**src/rtl/riscv_core_idex_preg.sv**
```systemverilog
// riscv_core_idex_preg
//   ID/EX pipeline register bank. Captures the per-field writes from the ID
//   output stage and presents them registered to EX. It holds on stall. It
//   inserts a bubble on flush or on a load-use hazard, and it counts those
//   bubbles in a saturating counter. It also keeps the preserved ID
//   instruction and PC for replay.
//
// Ports
//   CLK, RST           clock (rising edge), asynchronous active-low reset
//   ACT, ID_VALID      ID stage active / holds a real instruction
//   STALL, FLUSH       hold everything / kill ID-EX contents
//   r_ex_<f>_D/_WE     per-field write data and enable
//   r_ex_<f>_Q         registered fields towards EX
//   r_ex_valid_Q       EX instruction valid
//   r_id_*_preserved_* preserved instruction / PC for replay
//   s_ld_use_hazard    combinational stall request to IF/ID
//   s_bubble_cnt       saturating count of inserted bubbles
module riscv_core_idex_preg #(
    parameter int CNT_W = 16
) (
    input  logic             CLK,
    input  logic             RST,
    input  logic             ACT,
    input  logic             ID_VALID,
    input  logic             STALL,
    input  logic             FLUSH,
    input  logic [31:0]      r_ex_pc_D,
    input  logic             r_ex_pc_WE,
    input  logic [31:0]      r_ex_immed_D,
    input  logic             r_ex_immed_WE,
    input  logic [31:0]      r_ex_reg1_D,
    input  logic             r_ex_reg1_WE,
    input  logic [31:0]      r_ex_reg2_D,
    input  logic             r_ex_reg2_WE,
    input  logic [3:0]       r_ex_aluop_D,
    input  logic             r_ex_aluop_WE,
    input  logic [3:0]       r_ex_memop_D,
    input  logic             r_ex_memop_WE,
    input  logic [1:0]       r_ex_alusrc1_D,
    input  logic             r_ex_alusrc1_WE,
    input  logic [1:0]       r_ex_rfwt_sel_D,
    input  logic             r_ex_rfwt_sel_WE,
    input  logic [2:0]       r_ex_branchop_D,
    input  logic             r_ex_branchop_WE,
    input  logic             r_ex_alusrc2_D,
    input  logic             r_ex_alusrc2_WE,
    input  logic             r_ex_brnch_sel_D,
    input  logic             r_ex_brnch_sel_WE,
    input  logic             r_ex_regwrite_D,
    input  logic             r_ex_regwrite_WE,
    input  logic [4:0]       r_ex_rd_D,
    input  logic             r_ex_rd_WE,
    input  logic [4:0]       r_ex_rs1_D,
    input  logic             r_ex_rs1_WE,
    input  logic [4:0]       r_ex_rs2_D,
    input  logic             r_ex_rs2_WE,
    input  logic [31:0]      r_id_instr_preserved_D,
    input  logic             r_id_instr_preserved_WE,
    input  logic [31:0]      r_id_pc_preserved_D,
    input  logic             r_id_pc_preserved_WE,
    output logic [31:0]      r_ex_pc_Q,
    output logic [31:0]      r_ex_immed_Q,
    output logic [31:0]      r_ex_reg1_Q,
    output logic [31:0]      r_ex_reg2_Q,
    output logic [3:0]       r_ex_aluop_Q,
    output logic [3:0]       r_ex_memop_Q,
    output logic [1:0]       r_ex_alusrc1_Q,
    output logic [1:0]       r_ex_rfwt_sel_Q,
    output logic [2:0]       r_ex_branchop_Q,
    output logic             r_ex_alusrc2_Q,
    output logic             r_ex_brnch_sel_Q,
    output logic             r_ex_regwrite_Q,
    output logic [4:0]       r_ex_rd_Q,
    output logic [4:0]       r_ex_rs1_Q,
    output logic [4:0]       r_ex_rs2_Q,
    output logic             r_ex_valid_Q,
    output logic [31:0]      r_id_instr_preserved_Q,
    output logic [31:0]      r_id_pc_preserved_Q,
    output logic             s_ld_use_hazard,
    output logic [CNT_W-1:0] s_bubble_cnt
);

    typedef struct packed {
        logic [31:0] pc;
        logic [31:0] immed;
        logic [31:0] reg1;
        logic [31:0] reg2;
        logic [3:0]  aluop;
        logic [3:0]  memop;
        logic [1:0]  alusrc1;
        logic [1:0]  rfwt_sel;
        logic [2:0]  branchop;
        logic        alusrc2;
        logic        brnch_sel;
        logic        regwrite;
        logic [4:0]  rd;
        logic [4:0]  rs1;
        logic [4:0]  rs2;
    } ex_fields_t;

    ex_fields_t       ex_q, ex_d;
    logic             valid_q, valid_d;
    logic [31:0]      instr_pres_q, instr_pres_d;
    logic [31:0]      pc_pres_q, pc_pres_d;
    logic [CNT_W-1:0] cnt_q, cnt_d;
    logic             hazard;
    logic             bubble;

    // rs2 is compared even when the ID instruction does not read it; a rare
    // extra bubble is cheaper than decoding operand usage here.
    assign hazard = valid_q & ID_VALID & (ex_q.memop[3:2] == 2'b10) &
                    (ex_q.rd != 5'd0) &
                    ((ex_q.rd == r_ex_rs1_D) | (ex_q.rd == r_ex_rs2_D));

    // STALL masks the hazard bubble but never a flush.
    assign bubble = FLUSH | (~STALL & hazard);

    always_comb begin
        ex_d         = ex_q;
        valid_d      = valid_q;
        cnt_d        = cnt_q;
        instr_pres_d = instr_pres_q;
        pc_pres_d    = pc_pres_q;

        if (bubble) begin
            valid_d            = 1'b0;
            ex_d.regwrite      = 1'b0;
            ex_d.memop         = 4'b0000;
            ex_d.branchop      = 3'b000;
            ex_d.brnch_sel     = 1'b0;
            if (cnt_q != {CNT_W{1'b1}}) begin
                cnt_d = cnt_q + CNT_W'(1);
            end
        end else if (!STALL) begin
            valid_d = ID_VALID & ACT;
            if (ACT) begin
                if (r_ex_pc_WE)        ex_d.pc        = r_ex_pc_D;
                if (r_ex_immed_WE)     ex_d.immed     = r_ex_immed_D;
                if (r_ex_reg1_WE)      ex_d.reg1      = r_ex_reg1_D;
                if (r_ex_reg2_WE)      ex_d.reg2      = r_ex_reg2_D;
                if (r_ex_aluop_WE)     ex_d.aluop     = r_ex_aluop_D;
                if (r_ex_memop_WE)     ex_d.memop     = r_ex_memop_D;
                if (r_ex_alusrc1_WE)   ex_d.alusrc1   = r_ex_alusrc1_D;
                if (r_ex_rfwt_sel_WE)  ex_d.rfwt_sel  = r_ex_rfwt_sel_D;
                if (r_ex_branchop_WE)  ex_d.branchop  = r_ex_branchop_D;
                if (r_ex_alusrc2_WE)   ex_d.alusrc2   = r_ex_alusrc2_D;
                if (r_ex_brnch_sel_WE) ex_d.brnch_sel = r_ex_brnch_sel_D;
                if (r_ex_regwrite_WE)  ex_d.regwrite  = r_ex_regwrite_D;
                if (r_ex_rd_WE)        ex_d.rd        = r_ex_rd_D;
                if (r_ex_rs1_WE)       ex_d.rs1       = r_ex_rs1_D;
                if (r_ex_rs2_WE)       ex_d.rs2       = r_ex_rs2_D;
            end
        end

        // Replay copies ignore flush/hazard; only a stall freezes them.
        if (!STALL) begin
            if (r_id_instr_preserved_WE) instr_pres_d = r_id_instr_preserved_D;
            if (r_id_pc_preserved_WE)    pc_pres_d    = r_id_pc_preserved_D;
        end
    end

    always_ff @(posedge CLK or negedge RST) begin
        if (!RST) begin
            ex_q         <= '0;
            valid_q      <= 1'b0;
            instr_pres_q <= '0;
            pc_pres_q    <= '0;
            cnt_q        <= '0;
        end else begin
            ex_q         <= ex_d;
            valid_q      <= valid_d;
            instr_pres_q <= instr_pres_d;
            pc_pres_q    <= pc_pres_d;
            cnt_q        <= cnt_d;
        end
    end

    assign r_ex_pc_Q              = ex_q.pc;
    assign r_ex_immed_Q           = ex_q.immed;
    assign r_ex_reg1_Q            = ex_q.reg1;
    assign r_ex_reg2_Q            = ex_q.reg2;
    assign r_ex_aluop_Q           = ex_q.aluop;
    assign r_ex_memop_Q           = ex_q.memop;
    assign r_ex_alusrc1_Q         = ex_q.alusrc1;
    assign r_ex_rfwt_sel_Q        = ex_q.rfwt_sel;
    assign r_ex_branchop_Q        = ex_q.branchop;
    assign r_ex_alusrc2_Q         = ex_q.alusrc2;
    assign r_ex_brnch_sel_Q       = ex_q.brnch_sel;
    assign r_ex_regwrite_Q        = ex_q.regwrite;
    assign r_ex_rd_Q              = ex_q.rd;
    assign r_ex_rs1_Q             = ex_q.rs1;
    assign r_ex_rs2_Q             = ex_q.rs2;
    assign r_ex_valid_Q           = valid_q;
    assign r_id_instr_preserved_Q = instr_pres_q;
    assign r_id_pc_preserved_Q    = pc_pres_q;
    assign s_ld_use_hazard        = hazard;
    assign s_bubble_cnt           = cnt_q;

endmodule

```
**config.mk**
```make
export PLATFORM = sky130hd
export DESIGN_NAME = riscv_core_idex_preg
export DESIGN_NICKNAME = d
export VERILOG_FILES = /design/src/rtl/riscv_core_idex_preg.sv
export SDC_FILE = /design/constraint.sdc
export NUM_CORES = 1
export LEC_CHECK = 0
export BUFFER_PORTS_ARGS = -buffer_cell sky130_fd_sc_hd__buf_2
export CAP_MARGIN = 25
export CORE_MARGIN = 4
export CORE_UTILIZATION = 28
export CTS_BUF_LIST = sky130_fd_sc_hd__clkbuf_4 sky130_fd_sc_hd__clkbuf_8
export CTS_CLUSTER_DIAMETER = 50
export DETAILED_ROUTE_END_ITERATION = 12
export GPL_TIMING_DRIVEN = 1
export SYNTH_ARGS = -nofsm -noshare
export SYNTH_HDL_FRONTEND = slang
export SYNTH_SLANG_ARGS = --single-unit
export TNS_END_PERCENT = 50
```
**constraint.sdc**
```tcl
create_clock -name CLK -period 4.8 [get_ports CLK]
set_input_delay 0.48 -clock CLK [delete_from_list [all_inputs] [get_ports CLK]]
set_output_delay 0.48 -clock CLK [all_outputs]
set_load 0.01 [all_outputs]
```
==> flow_metrics.tcl, run 1 <==
set metrics [dict create \
    status "complete, but fails checks" \
    violations "hold timing" \
    cts_tree "yes" \
    fin_nets 1369 \
    ir_worst_vdd_mv 0.277 \
    seq_area_frac_synth 0.642 \
    crit_top_cell "buf_4" \
    netlist.area_leader.share 0.642 \
    diodes 0 \
    layout_min_cycle_time_ns 3.20 \
    htreeDepth 2 \
    dr.pass1.iters 4 \
    crit_path_max_fanout 32 \
    hold_slack_ns -0.0129 \
    layout-drive-gt1-share 0.693 \
    syn_area_mm2 0.00943 \
    max-slew-margin-rel 0.457 \
    report.final.setup_viol 0 \
    cap_violations 0 \
    dieArea_mm2 0.0367 \
    cellLeakagePower_nw 6.68 \
    first_global_vias 7544 \
    clk-insertion-delay-late_ns 0.52 \
    detailroute.via_count 6895 \
    cp-end-kind "flip-flop" \
    yosysTopAreaCell "dfrtp_1" \
    fp.dieH_um 191 \
    cts_sinks 242 \
    initial_core_util 0.287 \
    synthCells 597 \
    tns_ns 0 \
    rows 66 \
    ys_ff_latch 242 \
    syn2layout_area_growth_pct 40.8 \
    drt_iter0_drc 194 \
    cp_slowest_stage_delay_ns 0.67 \
    drt-total-wl_mm 28.8 \
    power_density_mw_per_mm2 446 \
    hold_viol 4 \
    ant_nets 0 \
    place.gp.congestion 0.773 \
    hold_path_class "input port to asynchronous set/reset pin" \
    finalCritPeriodShare 0.667 \
    design_area_mm2 0.0133 \
    final_core_util 0.404 \
    path_class "flip-flop to flip-flop" \
    cts_setup_buffers 0 \
    crit_slowest_cell "a2111oi_4" \
    dpl_cell_area_mm2 0.0124 \
    rsz0062_at_grt "false" \
    slew_violations 0 \
    ctsResizeCount 0 \
    track_usage 0.149 \
    path_cells "or4_1 > o21ai_0 > inv_1 > a2111oi_4 > buf_4 > nand2_1 > buf_4 > mux2_2" \
    grt_pass1_wl_mm 42.7 \
    cts_made_buffers 43 \
    synth_cell_types 28 \
    hold_buffers 0 \
    vias_per_cell 4.33 \
    cts_root_buffer "clkbuf_8" \
    required_ns 5.20 \
    start_kind "flip-flop" \
    worst_slew_pin_slew_ns 0.814 \
    avgSynthCellArea_um2 15.8 \
    overflow 0 \
    antenna_found_initial 2 \
    syn_nets 846 \
    io_pins 491 \
    core_mm2 0.0329 \
    ys_top_cells_by_area "dfrtp_1, mux2_2, xnor2_1, buf_6, nand2_1" \
    clk_pin_slew_worst_paths_ns 0.06 \
    grt_max_degree 103 \
    clock.fmax_ghz 0.312 \
    yosysWarnings 0 \
    clk_path_buf_depth 3 \
    die_w_um 191 \
    finClkSkew_ns 0.0150 \
    arrival_ns 3.60 \
    dp_hpwl_mm 22.3 \
    io_buffers 490 \
    route.detailed.drc 0 \
    wire_per_inst_um 18.1 \
]
cells by family (layout without fill, tap and decap cells):
logic type / after synthesis / after routing / share of synthesized area
flops: 242 / 242 / 0.642
mux: 221 / 221 / 0.263
simple gates: 63 / 63 / 0.0353
buf+inv: 31 / 585 / 0.0223
xor+xnor: 24 / 24 / 0.0223
compound gates: 15 / 15 / 0.0130
fa+ha+maj: 1 / 1 / 0.00133
metrics by stage:
stage          total power [mW]  setup slack [ns]  instances
2_1_floorplan              3.30              2.32        597
3_3_place_gp               3.97              1.72       1517
4_1_cts                    6.04              1.58       1593
3_5_place_dp               4.01              1.61       1517
5_1_grt                    6.28              1.44       1593
6_report                   5.92              1.60       1593
Yosys cell counts:
cell       instances
a22o_1             4
buf_4              1
mux2_2           217
nand4b_1           2
mux2i_1            4
buf_1              7
nand4_1            8
buf_6             12
and3_1            11
nand3_1            9
o22ai_1            1
xnor2_1           24
dfrtp_1          242
and4b_1            1
o21ai_0            1
ha_1               1
nand2_1           22
a21oi_1            5
and4_1             1
a21o_1             2
clkbuf_1           4
a2bb2oi_1          1
inv_1              7
and2_1             2
a2111oi_4          1
or4_1              1
nor2b_1            3
nor2_1             3
final cells by class:
cell class	instances	area, um2
Clock inverter	4	26.3
Clock buffer	72	878
Timing Repair Buffer	502	2560
Sequential cell	242	6060
Multi-Input combinational cell	324	3170
Fill cell	3245	19600
Tap cell	442	553
Inverter	7	26.3
sequential cells by signal, indices dropped and copies added (netlist names):
| register | flops |
|---|---|
| r_ex_immed_Q | 32 |
| s_bubble_cnt | 16 |
| r_ex_valid_Q | 1 |
| r_ex_reg2_Q | 32 |
| r_id_instr_preserved_Q | 32 |
| r_ex_rs1_Q | 5 |
| r_ex_branchop_Q | 3 |
| r_ex_brnch_sel_Q | 1 |
| r_ex_alusrc2_Q | 1 |
| r_ex_regwrite_Q | 1 |
| r_ex_alusrc1_Q | 2 |
| r_ex_aluop_Q | 4 |
| r_ex_rs2_Q | 5 |
| r_ex_pc_Q | 32 |
| r_id_pc_preserved_Q | 32 |
| r_ex_memop_Q | 4 |
| r_ex_rfwt_sel_Q | 2 |
| r_ex_rd_Q | 5 |
| r_ex_reg1_Q | 32 |
path summary, 6_finish.rpt:
| kind | start | endpoint | slack (ns) | cells after the start |
|---|---|---|---|---|
| min | RST | r_id_instr_preserved_Q[15] | -0.01 | 1 |
| min reg2reg | s_bubble_cnt[15] | s_bubble_cnt[15] | 0.49 | 1 |
| max | r_ex_rd_Q[1] | r_ex_reg2_Q[10] | 1.60 | 8 |
| max in group asynchronous | RST | r_ex_memop_Q[2] | 3.83 | 2 |
| min in group CLK | r_ex_memop_D[1] | r_ex_memop_Q[1] | 0.18 | 2 |
| max reg2reg | r_ex_rd_Q[1] | r_ex_reg2_Q[10] | 1.60 | 8 |
routing by layer:
metal	vias up	global-route usage	wire, um
li1	3176	-	-
met1	3372	0.170	10800
met2	289	0.266	14700
met3	54	0.0478	2510
met4	4	0.0475	667
met5	-	0	27
cell usage in the layout, fill, tap and decap left out, types with 2 or more instances in the layout:
cell      count
and2_1        2
nor2_1        3
and3_1       11
clkbuf_8     54
clkbuf_4     18
a22o_1        4
buf_2       489
a21oi_1       5
xnor2_1      24
nand2_1      22
nor2b_2       2
a21o_1        2
nand3_1       9
mux2_2      217
nand4b_1      2
inv_1         7
dfrtp_1     242
buf_4        11
mux2i_1       4
nand4_1       8
clkinv_2      2
worst max-delay path: cells and delay by family, from the launching register on:
| kind | cells | cell delay, ns |
|---|---|---|
| simple gates | 2 | 0.62 |
| mux | 1 | 0.33 |
| flops | 1 | 0.43 |
| buf+inv | 3 | 0.70 |
| compound gates | 2 | 0.98 |
power by group:
part / leakage [nW] / switching (mW) / internal, mW / total (mW)
clock network: 0.483 / 0.822 / 1.15 / 1.97
logic: 3.28 / 0.636 / 0.669 / 1.31
registers: 2.92 / 0.211 / 2.44 / 2.65
No activity file was read; power rests on OpenSTA's default activity.
==> inputs of run 2 (changes only) <==
==> constraint.sdc (replaced) <==
create_clock -name CLK -period 3.2 [get_ports CLK]
set_input_delay 0.32 -clock CLK [delete_from_list [all_inputs] [get_ports CLK]]
set_output_delay 0.32 -clock CLK [all_outputs]
set_load 0.01 [all_outputs]
==> run 2 against run 1 <==
The run now ends clean. Cell count grew 14%. Worst setup slack worse by 1.2 ns. Sequential share of layout area down 6.6 points. Critical endpoint is now r_ex_reg2_Q[13].
==> flow_metrics.tcl, run 2 (synthesized netlist as in run 1, its figures left out) <==
set metrics [dict create \
    cellLeakagePower_nw 7.62 \
    ir_worst_vdd_mv 0.397 \
    required_ns 3.62 \
    dp_hpwl_mm 22.3 \
    setup_ws_ns 0.426 \
    cp-end-kind "flip-flop" \
    drt-total-wl_mm 31.5 \
    fp.dieH_um 191 \
    clk_pin_slew_worst_paths_ns 0.06 \
    io_pins 491 \
    finalCritPeriodShare 0.867 \
    crit_path_max_fanout 32 \
    crit_path_end "r_ex_reg2_Q[13]" \
    status "complete, no violations" \
    io_buffers 490 \
    vias_per_cell 4.30 \
    finClkSkew_ns 0.0194 \
    switching_share 0.279 \
    overflow 0 \
    clk_path_buf_depth 3 \
    final_core_util 0.471 \
    p_switching_mw 2.61 \
    track_usage 0.164 \
    die_w_um 191 \
    htreeDepth 2 \
    rsz0062_at_grt "false" \
    p_clk_frac 0.339 \
    max-slew-margin-rel 0.528 \
    dieArea_mm2 0.0367 \
    dr.pass1.iters 6 \
    layout-drive-gt1-share 0.588 \
    drt_iter0_drc 207 \
    cts_made_buffers 43 \
    cts_sinks 242 \
    route.detailed.drc 0 \
    p_int_mw 6.73 \
    worst_slew_pin_slew_ns 0.707 \
    first_global_vias 8593 \
    cts_root_buffer "clkbuf_8" \
    reg2reg_slack_ns 0.43 \
    ctsResizeCount 0 \
    hold_path_class "input port to flip-flop" \
    path_class "flip-flop to flip-flop" \
    layout_min_cycle_time_ns 2.77 \
    grt_pass1_wl_mm 47.3 \
    fin_nets 1583 \
    start_kind "flip-flop" \
    worstReg2RegStart "r_ex_rd_Q[1]" \
    cts_tree "yes" \
    cap_violations 0 \
    multi_input_comb_area_mm2 0.00317 \
    syn2layout_area_growth_pct 64.4 \
    ant_nets 0 \
    reg2reg_depth 8 \
    p_seq_frac 0.427 \
    slew_violations 0 \
    rows 66 \
    initial_core_util 0.287 \
    place_ws_ns 0.458 \
    final-seq-area_mm2 0.00606 \
    n_fill_cell 2981 \
    tns_ns 0 \
    clk-insertion-delay-late_ns 0.54 \
    report.final.setup_viol 0 \
    mostFrequentLayoutCells "buf_2, dfrtp_1, mux2_2" \
    place.gp.congestion 0.766 \
    r2r-end "r_ex_reg2_Q[13]" \
    worstHoldStart "r_ex_rs1_D[0]" \
    core_mm2 0.0329 \
    hold_viol 0 \
    startpoint "r_ex_rd_Q[1]" \
    power_density_mw_per_mm2 603 \
    combPwrFrac 0.234 \
    grt_max_degree 88 \
    mostFrequentLayoutCell "buf_2" \
    clock.fmax_ghz 0.360 \
    detailroute.via_count 7784 \
    antenna_found_initial 2 \
    wire_per_inst_um 17.4 \
    arrival_ns 3.19 \
]
[run 2: routing by layer]
layer / part of all wire / vias to the layer above / global-route usage
met3: 0.082 / 64 / 0.0568
met5: 0.00041 / - / 0
met2: 0.52 / 305 / 0.292
met1: 0.37 / 3822 / 0.179
li1: - / 3591 / -
met4: 0.032 / 2 / 0.0660
[run 2: repair_timing]
action / CTS / global route
endpoints found under the hold margin: 292 / 0
hold buffers: 210 / 0
setup buffers: 0 / 0
[run 2: worst min-delay path by stage]
| stage | to | slack (ns) | depth (start not counted) |
|---|---|---|---|
| after CTS | r_ex_valid_Q | 0.001 | 2 |
| after global placement | r_id_instr_preserved_Q[2] | 0.40 | 1 |
| after detailed placement | r_id_instr_preserved_Q[23] | 0.39 | 1 |
| after floorplan | r_ex_aluop_Q[0] | 0.02 | 0 |
| final | r_ex_rs1_Q[0] | 0.04 | 2 |
| after global routing | r_ex_regwrite_Q | 0.005 | 3 |
[run 2: metrics by stage]
step	cell area [um2]	instances	hold WS [ns]	total power, mW
finish	15500	1810	0.0404	9.34
global route	15500	1810	0.00459	9.85
floorplan	9430	597	0.0244	4.95
global placement	12400	1521	0.397	5.97
detailed placement	12400	1521	0.392	6.02
CTS	15500	1809	0.00149	9.46
[run 2: worst max-delay path, stage by stage (launching register included)]
cell	delay (ns)
dfrtp_1	0.43
or4_1	0.53
o21ai_0	0.26
inv_1	0.14
a2111oi_4	0.37
buf_4	0.23
nand2_1	0.06
buf_4	0.26
mux2_2	0.34
[run 2: area by class of cell]
| cell class | instances | area share |
|---|---|---|
| Multi-Input combinational cell | 324 | 0.204 |
| Timing Repair Buffer | 716 | 0.304 |
| Tap cell | 442 | 0.0357 |
| Inverter | 7 | 0.00170 |
| Clock buffer | 73 | 0.0600 |
| Sequential cell | 242 | 0.391 |
| Clock inverter | 5 | 0.00339 |
| Antenna cell | 1 | 0.000161 |
[run 2: power groups by stage]
| stage | clock [mW] | sequential (mW) | combinational [mW] |
|---|---|---|---|
| 2_1_floorplan | 0 | 4.30 | 0.655 |
| 3_3_place_gp | 0 | 4.01 | 1.96 |
| 3_5_place_dp | 0 | 4.02 | 2.00 |
| 4_1_cts | 3.28 | 3.98 | 2.21 |
| 5_1_grt | 3.42 | 4.06 | 2.36 |
| 6_report | 3.17 | 3.99 | 2.19 |
==> inputs of run 3 (changes only) <==
==> constraint.sdc (replaced) <==
create_clock -name CLK -period 2.4 [get_ports CLK]
set_input_delay 0.24 -clock CLK [delete_from_list [all_inputs] [get_ports CLK]]
set_output_delay 0.24 -clock CLK [all_outputs]
set_load 0.01 [all_outputs]
==> run 3 against run 2 <==
The flow now finishes with violations (setup timing). Hold slack improved by 0.024 ns. Cell count rose by 2.8%. Core utilization is 1.9 points higher. Global-route usage rose by 0.91 points. Worst setup slack lost 0.47 ns. Critical path depth is 1 higher. Fmax grew 13%. Non-clock buffer count is 52 higher. Critical endpoint is now r_ex_reg1_Q[22]. Largest power group unchanged.
==> flow_metrics.tcl, run 3 (synthesized netlist as in run 1, its figures left out) <==
set metrics [dict create \
    antenna_found_initial 1 \
    place_ws_ns -0.0569 \
    clk_path_buf_depth 3 \
    cp-end-kind "flip-flop" \
    track_usage 0.173 \
    mostFrequentLayoutCells "buf_2, dfrtp_1, dlygate4sd3_1" \
    syn2layout_area_growth_pct 71.1 \
    ant_nets 0 \
    detailroute.via_count 8099 \
    crit_buf_inv 4 \
    arrival_ns 2.89 \
    power_density_mw_per_mm2 764 \
    hold_viol 0 \
    fin_nets 1636 \
    ir_worst_vdd_mv 0.410 \
    clk-insertion-delay-late_ns 0.58 \
    violations "setup timing" \
    path_class "flip-flop to flip-flop" \
    clk_pin_slew_worst_paths_ns 0.05 \
    overflow 0 \
    cts_tree "yes" \
    min_path_cells 3 \
    reg2reg_depth 9 \
    drt-total-wl_mm 33.6 \
    rows 66 \
    finClkSkew_ns 0.0334 \
    initial_core_util 0.287 \
    path_delay_family "simple AND/OR/NAND/NOR gates" \
    drt_iter0_drc 170 \
    core_mm2 0.0329 \
    die_w_um 191 \
    multi_input_comb_area_mm2 0.00327 \
    route.detailed.drc 0 \
    place.gp.congestion 0.757 \
    crit_top_cell "buf_12" \
    grt_pass1_wl_mm 49.6 \
    crit_path_max_fanout 16 \
    io_buffers 490 \
    vias_per_cell 4.35 \
    n_fill_cell 2892 \
    mostFrequentLayoutCell "buf_2" \
    cts_sinks 242 \
    clock.fmax_ghz 0.409 \
    layout_min_cycle_time_ns 2.44 \
    cts_root_buffer "clkbuf_8" \
    finalCritPeriodShare 1.02 \
    start_kind "flip-flop" \
    path_cells "or4_4 > o21ai_4 > inv_2 > a2111oi_4 > buf_4 > buf_12 > nand2_8 > buf_12 > mux2_2" \
    io_pins 491 \
    first_global_vias 9068 \
    slew_violations 0 \
    htreeDepth 2 \
    dp_hpwl_mm 23.5 \
    rsz0062_at_grt "true" \
    worst_slew_pin_slew_ns 0.568 \
    layout-drive-gt1-share 0.598 \
    cts_made_buffers 44 \
    crit_slowest_cell "or4_4" \
    cp.depth 9 \
    cp_slowest_stage_delay_ns 0.55 \
    design_area_mm2 0.0161 \
    required_ns 2.84 \
    status "complete, but fails checks" \
    final-seq-area_mm2 0.00606 \
    cap_violations 0 \
    report.final.setup_viol 105 \
    grt_max_degree 67 \
    wire_per_inst_um 18.0 \
    dpl_cell_area_mm2 0.0127 \
    fp.dieH_um 191 \
    dr.pass1.iters 4 \
    setup_ws_ns -0.0446 \
    max-slew-margin-rel 0.621 \
    hold_path_class "input port to flip-flop" \
    dieArea_mm2 0.0367 \
    cellLeakagePower_nw 7.91 \
    reg2reg_slack_ns -0.04 \
]
## run 3: cell count changes in the layout (fill, tap and decap cells not counted), sizes merged
| cell | delta |
|---|---|
| clkinv | +3 |
| clkinvlp | +3 |
| dlygate4sd3 | +25 |
| buf | +24 |
| clkbuf | -3 |
| bufinv | -1 |
## run 3: where the power goes
group	switching [mW]	internal, mW
sequential	0.443	4.87
clock	1.73	2.17
combinational	1.43	1.68
## run 3: per-stage QoR
step	util	cells	TNS, ns	hold slack, ns	total power, mW
2_1_floorplan	-	597	-0.228	-0.0556	6.60
6_report	0.491	1861	-1.74	0.0645	12.3
3_3_place_gp	0.386	1541	-2.01	0.258	8.05
4_1_cts	0.486	1854	-1.67	0.0270	12.5
5_1_grt	0.491	1861	-13.69	0.0192	13.0
3_5_place_dp	0.386	1541	-5.33	0.263	8.12
## run 3: what timing repair did
action | 4_1_cts | 5_1_grt
gates resized for setup | 13 | 10
setup endpoints to repair | 152 | 160
pin swaps | 1 | 2
setup buffers | 1 | 2
hold endpoints to repair | 286 | 0
hold buffers | 235 | 0
cloned | 0 | 4
## run 3: final timing paths
kind	from	endpoint
max in group asynchronous	RST	r_id_instr_preserved_Q[23]
min in group asynchronous	RST	r_ex_immed_Q[10]
worst min-delay path	r_ex_aluop_WE	r_ex_aluop_Q[0]
worst max register to register	r_ex_rd_Q[1]	r_ex_reg1_Q[22]
worst min register to register	s_bubble_cnt[15]	s_bubble_cnt[15]
worst max-delay path	r_ex_rd_Q[1]	r_ex_reg1_Q[22]
## run 3: area by class of cell
cell class,instances,share of cell area
clock buffer,67,0.0506
antenna,1,0.000155
tap,442,0.0343
inverter,7,0.00163
multi-input combinational,324,0.202
timing repair buffer,768,0.331
clock inverter,10,0.00419
sequential,242,0.376
## run 3: tightest hold or removal path, delay by kind of cell
| kind | cells | cell delay [ns] |
|---|---|---|
| simple gates | 1 | 0.09 |
| buf+inv | 1 | 0.10 |
| mux | 1 | 0.15 |
## run 3: metal layers
layer  wire length [um]  global-route usage  vias up
li1                   -                   -     3695
met2              17500               0.318      345
met5                  0                   0        -
met1              12500               0.185     3989
met4               1070              0.0674        0
met3               2510              0.0539       70
